--- src/rtl/l1d_dat_ram_arb_pkg.sv ---
// l1d_dat_ram_arb_pkg: shared types and constants for the L1D data-RAM arbiter
package l1d_dat_ram_arb_pkg;
  localparam int L1D_DAT_RAM_ADDR_WIDTH = 9;
  localparam int L1D_DAT_RAM_RD_LAT = 2;
  localparam int L1D_DAT_RAM_ID_MAX_WIDTH = 8;
  typedef enum logic [1:0] {IDLE, LF_BURST, EV_BURST} l1d_dat_arb_state_e;
  typedef enum logic {SRC_EV, SRC_LD} l1d_dat_rsp_src_e;
  typedef struct packed {
    logic vld;
    l1d_dat_rsp_src_e src;
    logic [L1D_DAT_RAM_ID_MAX_WIDTH-1:0] id;
  } l1d_dat_rsp_ent_t;
endpackage

--- src/rtl/l1d_dat_ram_rsp_pipe.sv ---
// l1d_dat_ram_rsp_pipe: fixed-latency read-return tracker and response demux
module l1d_dat_ram_rsp_pipe
  import l1d_dat_ram_arb_pkg::*;
#(
  parameter int DATA_WIDTH = 128,
  parameter int ID_WIDTH = 4,
  parameter int RD_LAT = L1D_DAT_RAM_RD_LAT
) (
  input  logic                  clk,
  input  logic                  rst_n,
  input  logic                  rd_vld,
  input  l1d_dat_rsp_src_e      rd_src,
  input  logic [ID_WIDTH-1:0]   rd_id,
  input  logic [DATA_WIDTH-1:0] ram_rdata,
  output logic                  ev_rsp_vld,
  output logic [ID_WIDTH-1:0]   ev_rsp_id,
  output logic [DATA_WIDTH-1:0] ev_rsp_data,
  output logic                  ld_rsp_vld,
  output logic [ID_WIDTH-1:0]   ld_rsp_id,
  output logic [DATA_WIDTH-1:0] ld_rsp_data
);
  l1d_dat_rsp_ent_t pipe [RD_LAT];
  l1d_dat_rsp_ent_t tail;
  always_ff @(posedge clk or negedge rst_n) begin
    if (!rst_n) begin
      for (int i = 0; i < RD_LAT; i++) pipe[i] <= '0;
    end else begin
      pipe[0] <= '{vld: rd_vld, src: rd_src, id: L1D_DAT_RAM_ID_MAX_WIDTH'(rd_id)};
      for (int i = 1; i < RD_LAT; i++) pipe[i] <= pipe[i-1];
    end
  end
  assign tail = pipe[RD_LAT-1];
  assign ev_rsp_vld = tail.vld && tail.src == SRC_EV;
  assign ld_rsp_vld = tail.vld && tail.src == SRC_LD;
  assign ev_rsp_id = ID_WIDTH'(tail.id);
  assign ld_rsp_id = ID_WIDTH'(tail.id);
  assign ev_rsp_data = ram_rdata;
  assign ld_rsp_data = ram_rdata;
endmodule

--- src/rtl/l1d_dat_ram_arb.sv ---
// l1d_dat_ram_arb: single-port data-RAM arbiter for linefill, evict and load-hit traffic
module l1d_dat_ram_arb
  import l1d_dat_ram_arb_pkg::*;
#(
  parameter int RAM_ADDR_WIDTH = L1D_DAT_RAM_ADDR_WIDTH,
  parameter int DATA_WIDTH = 128,
  parameter int ID_WIDTH = 4,
  parameter int RD_LAT = L1D_DAT_RAM_RD_LAT,
  parameter int STARVE_THR = 8
) (
  input  logic                      clk,
  input  logic                      rst_n,
  input  logic                      lf_req_vld,
  output logic                      lf_req_rdy,
  input  logic [RAM_ADDR_WIDTH-1:0] lf_req_addr,
  input  logic [DATA_WIDTH-1:0]     lf_req_wdata,
  input  logic                      lf_req_last,
  input  logic                      ev_req_vld,
  output logic                      ev_req_rdy,
  input  logic [RAM_ADDR_WIDTH-1:0] ev_req_addr,
  input  logic [ID_WIDTH-1:0]       ev_req_id,
  input  logic                      ev_req_last,
  input  logic                      ld_req_vld,
  output logic                      ld_req_rdy,
  input  logic [RAM_ADDR_WIDTH-1:0] ld_req_addr,
  input  logic [ID_WIDTH-1:0]       ld_req_id,
  output logic                      ram_en,
  output logic                      ram_we,
  output logic [RAM_ADDR_WIDTH-1:0] ram_addr,
  output logic [DATA_WIDTH-1:0]     ram_wdata,
  input  logic [DATA_WIDTH-1:0]     ram_rdata,
  output logic                      ev_rsp_vld,
  output logic [ID_WIDTH-1:0]       ev_rsp_id,
  output logic [DATA_WIDTH-1:0]     ev_rsp_data,
  output logic                      ld_rsp_vld,
  output logic [ID_WIDTH-1:0]       ld_rsp_id,
  output logic [DATA_WIDTH-1:0]     ld_rsp_data
);
  localparam int CW = $clog2(STARVE_THR + 1);
  l1d_dat_arb_state_e state_q, state_d;
  logic [CW-1:0] starve_cnt;
  logic ld_top, gnt_lf, gnt_ev, gnt_ld;
  always_ff @(posedge clk or negedge rst_n) begin
    if (!rst_n) state_q <= IDLE;
    else state_q <= state_d;
  end
  // in a burst state only the owner can be granted, so any granted last beat ends it
  always_comb begin
    state_d = state_q == IDLE ? (gnt_lf && !lf_req_last ? LF_BURST :
                                 gnt_ev && !ev_req_last ? EV_BURST : IDLE) :
              (gnt_lf && lf_req_last) || (gnt_ev && ev_req_last) ? IDLE : state_q;
  end
  // grants are gated by rst_n so no requester sees rdy while reset is held
  always_comb begin
    ld_top = starve_cnt >= CW'(STARVE_THR) && ld_req_vld;
    gnt_lf = rst_n && lf_req_vld && (state_q == LF_BURST || (state_q == IDLE && !ld_top));
    gnt_ev = rst_n && ev_req_vld && (state_q == EV_BURST || (state_q == IDLE && !ld_top && !lf_req_vld));
    gnt_ld = rst_n && ld_req_vld && state_q == IDLE && (ld_top || (!lf_req_vld && !ev_req_vld));
    lf_req_rdy = gnt_lf;
    ev_req_rdy = gnt_ev;
    ld_req_rdy = gnt_ld;
    ram_en = gnt_lf || gnt_ev || gnt_ld;
    ram_we = gnt_lf;
    ram_addr = gnt_lf ? lf_req_addr : gnt_ev ? ev_req_addr : ld_req_addr;
    ram_wdata = lf_req_wdata;
  end
  always_ff @(posedge clk or negedge rst_n) begin
    if (!rst_n) starve_cnt <= '0;
    else if (gnt_ld || !ld_req_vld) starve_cnt <= '0;
    else if (starve_cnt < CW'(STARVE_THR)) starve_cnt <= starve_cnt + 1'b1;
  end
  l1d_dat_ram_rsp_pipe #(
    .DATA_WIDTH(DATA_WIDTH),
    .ID_WIDTH(ID_WIDTH),
    .RD_LAT(RD_LAT)
  ) u_rsp_pipe (
    .clk(clk),
    .rst_n(rst_n),
    .rd_vld(gnt_ev || gnt_ld),
    .rd_src(gnt_ld ? SRC_LD : SRC_EV),
    .rd_id(gnt_ld ? ld_req_id : ev_req_id),
    .ram_rdata(ram_rdata),
    .ev_rsp_vld(ev_rsp_vld),
    .ev_rsp_id(ev_rsp_id),
    .ev_rsp_data(ev_rsp_data),
    .ld_rsp_vld(ld_rsp_vld),
    .ld_rsp_id(ld_rsp_id),
    .ld_rsp_data(ld_rsp_data)
  );
endmodule

--- config.mk ---
export PLATFORM = sky130hd
export DESIGN_NAME = l1d_dat_ram_arb
export DESIGN_NICKNAME = d
export VERILOG_FILES = /design/src/rtl/l1d_dat_ram_arb_pkg.sv /design/src/rtl/l1d_dat_ram_rsp_pipe.sv /design/src/rtl/l1d_dat_ram_arb.sv
export SDC_FILE = /design/constraint.sdc
export NUM_CORES = 1
export LEC_CHECK = 0
export CAP_MARGIN = 10
export CELL_PAD_IN_SITES_DETAIL_PLACEMENT = 0
export CELL_PAD_IN_SITES_GLOBAL_PLACEMENT = 2
export CORE_AREA = 2 2 273 275
export DETAILED_ROUTE_END_ITERATION = 10
export DIE_AREA = 0 0 275 277
export HOLD_SLACK_MARGIN = 0.05
export MAX_ROUTING_LAYER = met4
export PLACE_DENSITY = 0.62
export SLEW_MARGIN = 20
export SYNTH_ARGS = -nofsm -noshare
export SYNTH_HDL_FRONTEND = slang
export SYNTH_SLANG_ARGS = --single-unit
--- constraint.sdc ---
create_clock -name clk -period 2 [get_ports clk]
set_clock_uncertainty 0.1 [all_clocks]
set_input_delay 0.3 -clock clk [delete_from_list [all_inputs] [get_ports clk]]
set_output_delay 0.3 -clock clk [all_outputs]
set_load 0.005 [all_outputs]
==> impl_metrics.ini, run 1 <==
[synthesis]
ys_ff_latch = 18
synthesis.area_mm2 = 0.00401
synth_cells = 497
ys_seq_area_frac = 0.112
syn_area_per_cell_um2 = 8.06
ys_warn_count = 0
synth.distinct_cells = 26
syn_nets = 797

[global_routing]
grt_usage = 0.0372
antenna_found_initial = 8
grt_pass1_wl_um = 18100
grt_max_degree = 14
overflow = 0
grt_pass1_vias = 1938

[power]
combinationalPowerShare = 0.427
sequentialPowerShare = 0.285
irDropWorstVdd_uv = 443
p_switching_uw = 485
p_clk_frac = 0.288
p_leak_uw = 0.000975
intPower_uw = 1130
p_per_area_mw_per_mm2 = 487
swShare = 0.301
p_total_uw = 1610

[drt]
drc_errors = 0
drtIter0Drc = 51
drt_first_pass_iters = 3
postRouteAntennaNets = 0
via_per_inst = 1.53
wl_um = 14900
vias = 1797
avgRoutedWirePerCell_um = 12.7

[setup_path]
end_kind = primary output
critical_path_class = flop to primary output
arrival_ns = 1.63
crit_required_ns = 1.60
reg2reg_setup_slack_ns = -0.02
cp_max_fo = 4
r2r_cells = 11
r2r_start = starve_cnt[3]$_DFFE_PN0P_
start_kind = flop
reg2reg_to = u_rsp_pipe.pipe[18]$_DFF_PN0_

[placed_design]
dp_hpwl_um = 12400
dpl_worst_slack_ns = -0.564
dp_cells = 1151
place_congestion = 0.733
io_buffer_count = 65

[finish]
fin_nets = 507
final_cells = 1177
synthToLayoutAreaGrowth_pct = -17.5
layout-drive-gt1-share = 0.364

[timing]
setup_viol = 6
tightestPinTransition_ns = 0.279
worst_slack_ns = -0.0272
fmax_ghz = 0.493
fin_crit_sh = 1.01
fin_crit_ns = 2.03
hold_violations = 0
rsz0062_at_grt = true
slew_viol_final = 0
max_slew_margin = 0.813
whs_ns = 0.104

[floorplan]
rows = 100
initial_core_util = 0.0545
ioPinCount = 706
die_w_um = 275
die_area_mm2 = 0.0762
die_y_um = 277
core_region_area_mm2 = 0.0736

[worst_hold_path]
hold_path_class = primary input to async pin

[flow_run]
max_cap_viol_count = 0

[cts]
cts.sinks = 18
holdBufCountCts = 0
htreeDepth = 1
clk_latency_ns = 0.26
cts_buffer_depth = 2
clkSlewWorstSetupHoldPaths_ns = 0.06
clockRootBuffer = clkbuf_16
cts_tree = yes
cts-buffers-inserted = 3

[outcome]
outcome = complete, but fails checks
violations = setup timing
==> cell families after synthesis <==
group | count (synthesis) | share of synthesized area
compound gates | 37 | 0.0684
xor+xnor | 1 | 0.00219
fa+ha+maj | 2 | 0.00624
buf+inv | 406 | 0.751
flops | 18 | 0.112
mux | 4 | 0.0150
simple gates | 29 | 0.0450
==> cells in the mapped netlist <==
cell / instances / area share
nor3b_4: 1 / 0.0047
nor3_1: 2 / 0.0025
buf_4: 395 / 0.74
buf_2: 2 / 0.0025
and3b_1: 3 / 0.0066
o211ai_1: 18 / 0.034
a21oi_4: 1 / 0.0041
ha_1: 2 / 0.0062
nand3_1: 10 / 0.012
clkbuf_1: 3 / 0.0028
o21a_1: 3 / 0.0056
nand3b_1: 3 / 0.0056
a2bb2oi_1: 1 / 0.0022
dfrtp_1: 18 / 0.11
inv_1: 6 / 0.0056
o211ai_4: 1 / 0.0053
nor2_1: 1 / 0.00094
a211oi_1: 2 / 0.0037
nand2b_1: 2 / 0.0031
and3_1: 2 / 0.0031
o21ai_0: 11 / 0.014
nand2_1: 3 / 0.0028
and2_1: 1 / 0.0016
xnor2_1: 1 / 0.0022
nor2b_1: 1 / 0.0016
mux2_4: 4 / 0.015
==> registers in the layout, indices dropped and copies added, names as in the netlist <==
signal,flops
starve_cnt,4
state_q,2
u_rsp_pipe.ev_rsp_id,4
u_rsp_pipe.pipe,8
==> layout by cell type (no fill, tap or decap), drive strengths merged <==
master and n:
a211oi 2, a21oi 1, a2bb2oi 1, and2 1
and3 2, and3b 3, buf 50, clkbuf 5
clkdlybuf4s50 47, dfrtp 18, diode 2, dlygate4sd2 7
ha 2, inv 6, mux2 4, nand2 3
nand2b 2, nand3 10, nand3b 3, nor2 1
nor2b 1, nor3 2, nor3b 1, o211ai 19
o21a 3, o21ai 11, xnor2 1
==> routing by layer <==
layer,global-route usage,vias up,share of wire
li1,-,594,-
met1,0.0257,691,0.25
met2,0.0470,342,0.37
met3,0.0279,170,0.21
met4,0.0614,0,0.17
met5,-,-,0
==> critical path, cell delays in order, from the launching register on <==
cell	delay [ns]
dfrtp_2	0.45
and3b_2	0.27
o21a_1	0.17
buf_6	0.13
buf_6	0.10
o211ai_1	0.09
buf_2	0.15
==> what timing repair did <==
item | 4_1_cts | 5_1_grt
pin swaps | 11 | 6
setup buffers | 21 | 0
endpoints found under the setup margin | 14 | 12
gates resized for setup | 70 | 16
==> worst max-delay path by stage <==
stage | start | end | slack (ns) | cells after the start
after floorplan | starve_cnt[3]$_DFFE_PN0P_ | ram_en | 0.41 | 5
after global placement | rst_n | ev_req_rdy | -0.54 | 6
after detailed placement | rst_n | ev_req_rdy | -0.56 | 6
after CTS | starve_cnt[3]$_DFFE_PN0P_ | ram_addr[6] | -0.08 | 6
after global routing | state_q[0]$_DFFE_PN0P_ | ram_addr[7] | -0.11 | 6
final | state_q[0]$_DFFE_PN0P_ | ram_addr[3] | -0.03 | 6
==> per-stage QoR <==
step           area (um2)    util  setup TNS, ns
2_1_floorplan        4010       -              0
3_3_place_gp         3030  0.0412          -7.21
3_5_place_dp         3030  0.0412          -7.48
4_1_cts              3280  0.0446         -0.265
5_1_grt              3310  0.0450         -0.764
6_report             3310  0.0450        -0.0828
==> power groups by stage <==
stage,Clock (uW),Combinational (uW),Sequential (uW)
finish,464,687,460
global route,492,749,467
CTS,486,674,461
detailed placement,0,620,467
global placement,0,619,468
floorplan,0,881,455
==> area by class of cell <==
cell class | count | area (um2)
Sequential cell | 18 | 453
Inverter | 6 | 22.5
Antenna cell | 2 | 5.00
Fill cell | 8743 | 70300
Multi-Input combinational cell | 73 | 581
Clock buffer | 4 | 88.8
Timing Repair Buffer | 105 | 946
Tap cell | 969 | 1210
Power figures use the tool's default switching activity.
==> run 2: changes to the inputs <==
Settings changed: GPL_TIMING_DRIVEN set to 0, RECOVER_POWER set to 50.
==> run 2 against run 1 <==
The flow still finishes with violations (setup timing). Clock-buffer cell count stayed put. Routed wire length is 46% higher. Fmax is 1.6% lower. Via count grew to 2.5 times the previous value. Utilization is 9.1 points higher. First-iteration DRC count is 27% higher. Combinational power grew to 2.9 times the previous value.
==> impl_metrics.ini, run 2 (synthesis gave the netlist of run 1 again) <==
[drt]
drc_errors = 0
via_per_inst = 2.33
drtIter0Drc = 65
postRouteAntennaNets = 0
drt_first_pass_iters = 4
vias = 4522
avgRoutedWirePerCell_um = 11.2
wl_um = 21800

[timing]
worst_slack_ns = -0.0604
max_slew_margin = 0.367
rsz0062_at_grt = true
tightestPinTransition_ns = 0.946
setup_viol = 5
hold_violations = 0
fmax_ghz = 0.485
fin_crit_ns = 2.06
slew_viol_final = 0
setup_tns_ns = -0.190
fin_crit_sh = 1.03

[placed_design]
io_buffer_count = 448
dp_cells = 1914
dp_hpwl_um = 20100
place_congestion = 0.803

[setup_path]
cp_max_fo = 10
crit_required_ns = 1.60
r2r_cells = 7
reg2reg_to = u_rsp_pipe.pipe[12]$_DFF_PN0_
reg2reg_setup_slack_ns = 0.20
r2r_start = starve_cnt[3]$_DFFE_PN0P_
arrival_ns = 1.66
critical_path_class = flop to primary output
crit_start = state_q[0]$_DFFE_PN0P_
start_kind = flop
crit_end = ram_addr[7]
end_kind = primary output

[cts]
cts.sinks = 18
cts-buffers-inserted = 3
clk_latency_ns = 0.26
htreeDepth = 1
clockRootBuffer = clkbuf_16
clkSlewWorstSetupHoldPaths_ns = 0.06
cts_tree = yes
cts_buffer_depth = 2

[outcome]
outcome = complete, but fails checks
violations = setup timing

[finish]
fillers = 8410
seq_area_um2 = 453
synthToLayoutAreaGrowth_pct = 150
final_common_cell = buf_4
regMostFlops = u_rsp_pipe.pipe
multi_input_area_um2 = 604
fin_nets = 1271
final_cells = 1942
largest_reg_flops = 8
mostFrequentLayoutCells = 407 x buf_4, 221 x clkdlybuf4s50_1, 211 x dlygate4sd3_1
layout-drive-gt1-share = 0.469

[global_routing]
overflow = 0
grt_pass1_wl_um = 29400
grt_max_degree = 19
grt_pass1_vias = 4746
antenna_found_initial = 8
grt_usage = 0.0532

[flow_run]
max_cap_viol_count = 0

[floorplan]
die_y_um = 277
rows = 100
core_region_area_mm2 = 0.0736
die_w_um = 275
ioPinCount = 706
die_area_mm2 = 0.0762
initial_core_util = 0.0545

[worst_hold_path]
min_path_cells = 0
hold_path_class = flop to flop

[power]
p_leak_uw = 0.00435
p_per_area_mw_per_mm2 = 293
irDropWorstVdd_uv = 268
[run 2: final cells by class]
type                    instances  share of cell area
diodes                          3            0.000750
plain buffers                 399               0.300
clock buffers                   4             0.00887
inverters                       6             0.00225
multi-input cells              73              0.0604
flip-flops and latches         18              0.0452
well taps                     969               0.121
repair buffers                470               0.461
[run 2: worst min-delay path by stage]
stage / start / to / slack [ns]
floorplan: rst_n / starve_cnt[0]$_DFFE_PN0P_ / -0.1
global placement: u_rsp_pipe.pipe[18]$_DFF_PN0_ / u_rsp_pipe.pipe[8]$_DFF_PN0_ / 0.23
detailed placement: u_rsp_pipe.pipe[19]$_DFF_PN0_ / u_rsp_pipe.pipe[9]$_DFF_PN0_ / 0.24
CTS: u_rsp_pipe.pipe[19]$_DFF_PN0_ / u_rsp_pipe.pipe[9]$_DFF_PN0_ / 0.25
global route: u_rsp_pipe.pipe[11]$_DFF_PN0_ / u_rsp_pipe.ev_rsp_id[1]$_DFF_PN0_ / 0.26
finish: u_rsp_pipe.pipe[13]$_DFF_PN0_ / u_rsp_pipe.ev_rsp_id[3]$_DFF_PN0_ / 0.25
[run 2: metal layers]
layer / part of all wire / global-route usage / vias to the layer above
met5: 0 / - / -
met1: 0.30 / 0.0481 / 2006
met4: 0.028 / 0.0207 / 0
li1: - / - / 2124
met2: 0.56 / 0.105 / 373
met3: 0.11 / 0.0121 / 19
[run 2: metrics by stage]
step           utilization  hold slack, ns  setup WS (ns)  total power [uW]  cell area (um2)
6_report             0.136           0.249        -0.0604              2930            10000
3_5_place_dp         0.132           0.236          -1.70              2530             9700
5_1_grt              0.136           0.264         -0.128              3120            10000
2_1_floorplan            -         -0.0956          0.410              1340             4010
3_3_place_gp         0.132           0.233          -1.68              2540             9700
4_1_cts              0.136           0.250         -0.120              3070             9990
[run 2: worst max-delay path: stages (launching register included)]
cell and delay [ns]:
dfrtp_2 0.43, and3b_1 0.26, buf_6 0.15, o211ai_1 0.14, o211ai_1 0.23, buf_2 0.19
[run 2: timing repair]
action,4_1_cts,5_1_grt
setup buffers,20,2
pin swaps,13,7
resized for setup,88,11
endpoints found under the hold margin,18,0
setup endpoints to repair,26,12
hold buffers,1,0
[run 2: power by group]
part | internal (uW) | switching [uW] | total [uW]
Sequential | 416 | 43.4 | 460
Clock | 305 | 156 | 461
Combinational | 1400 | 617 | 2010
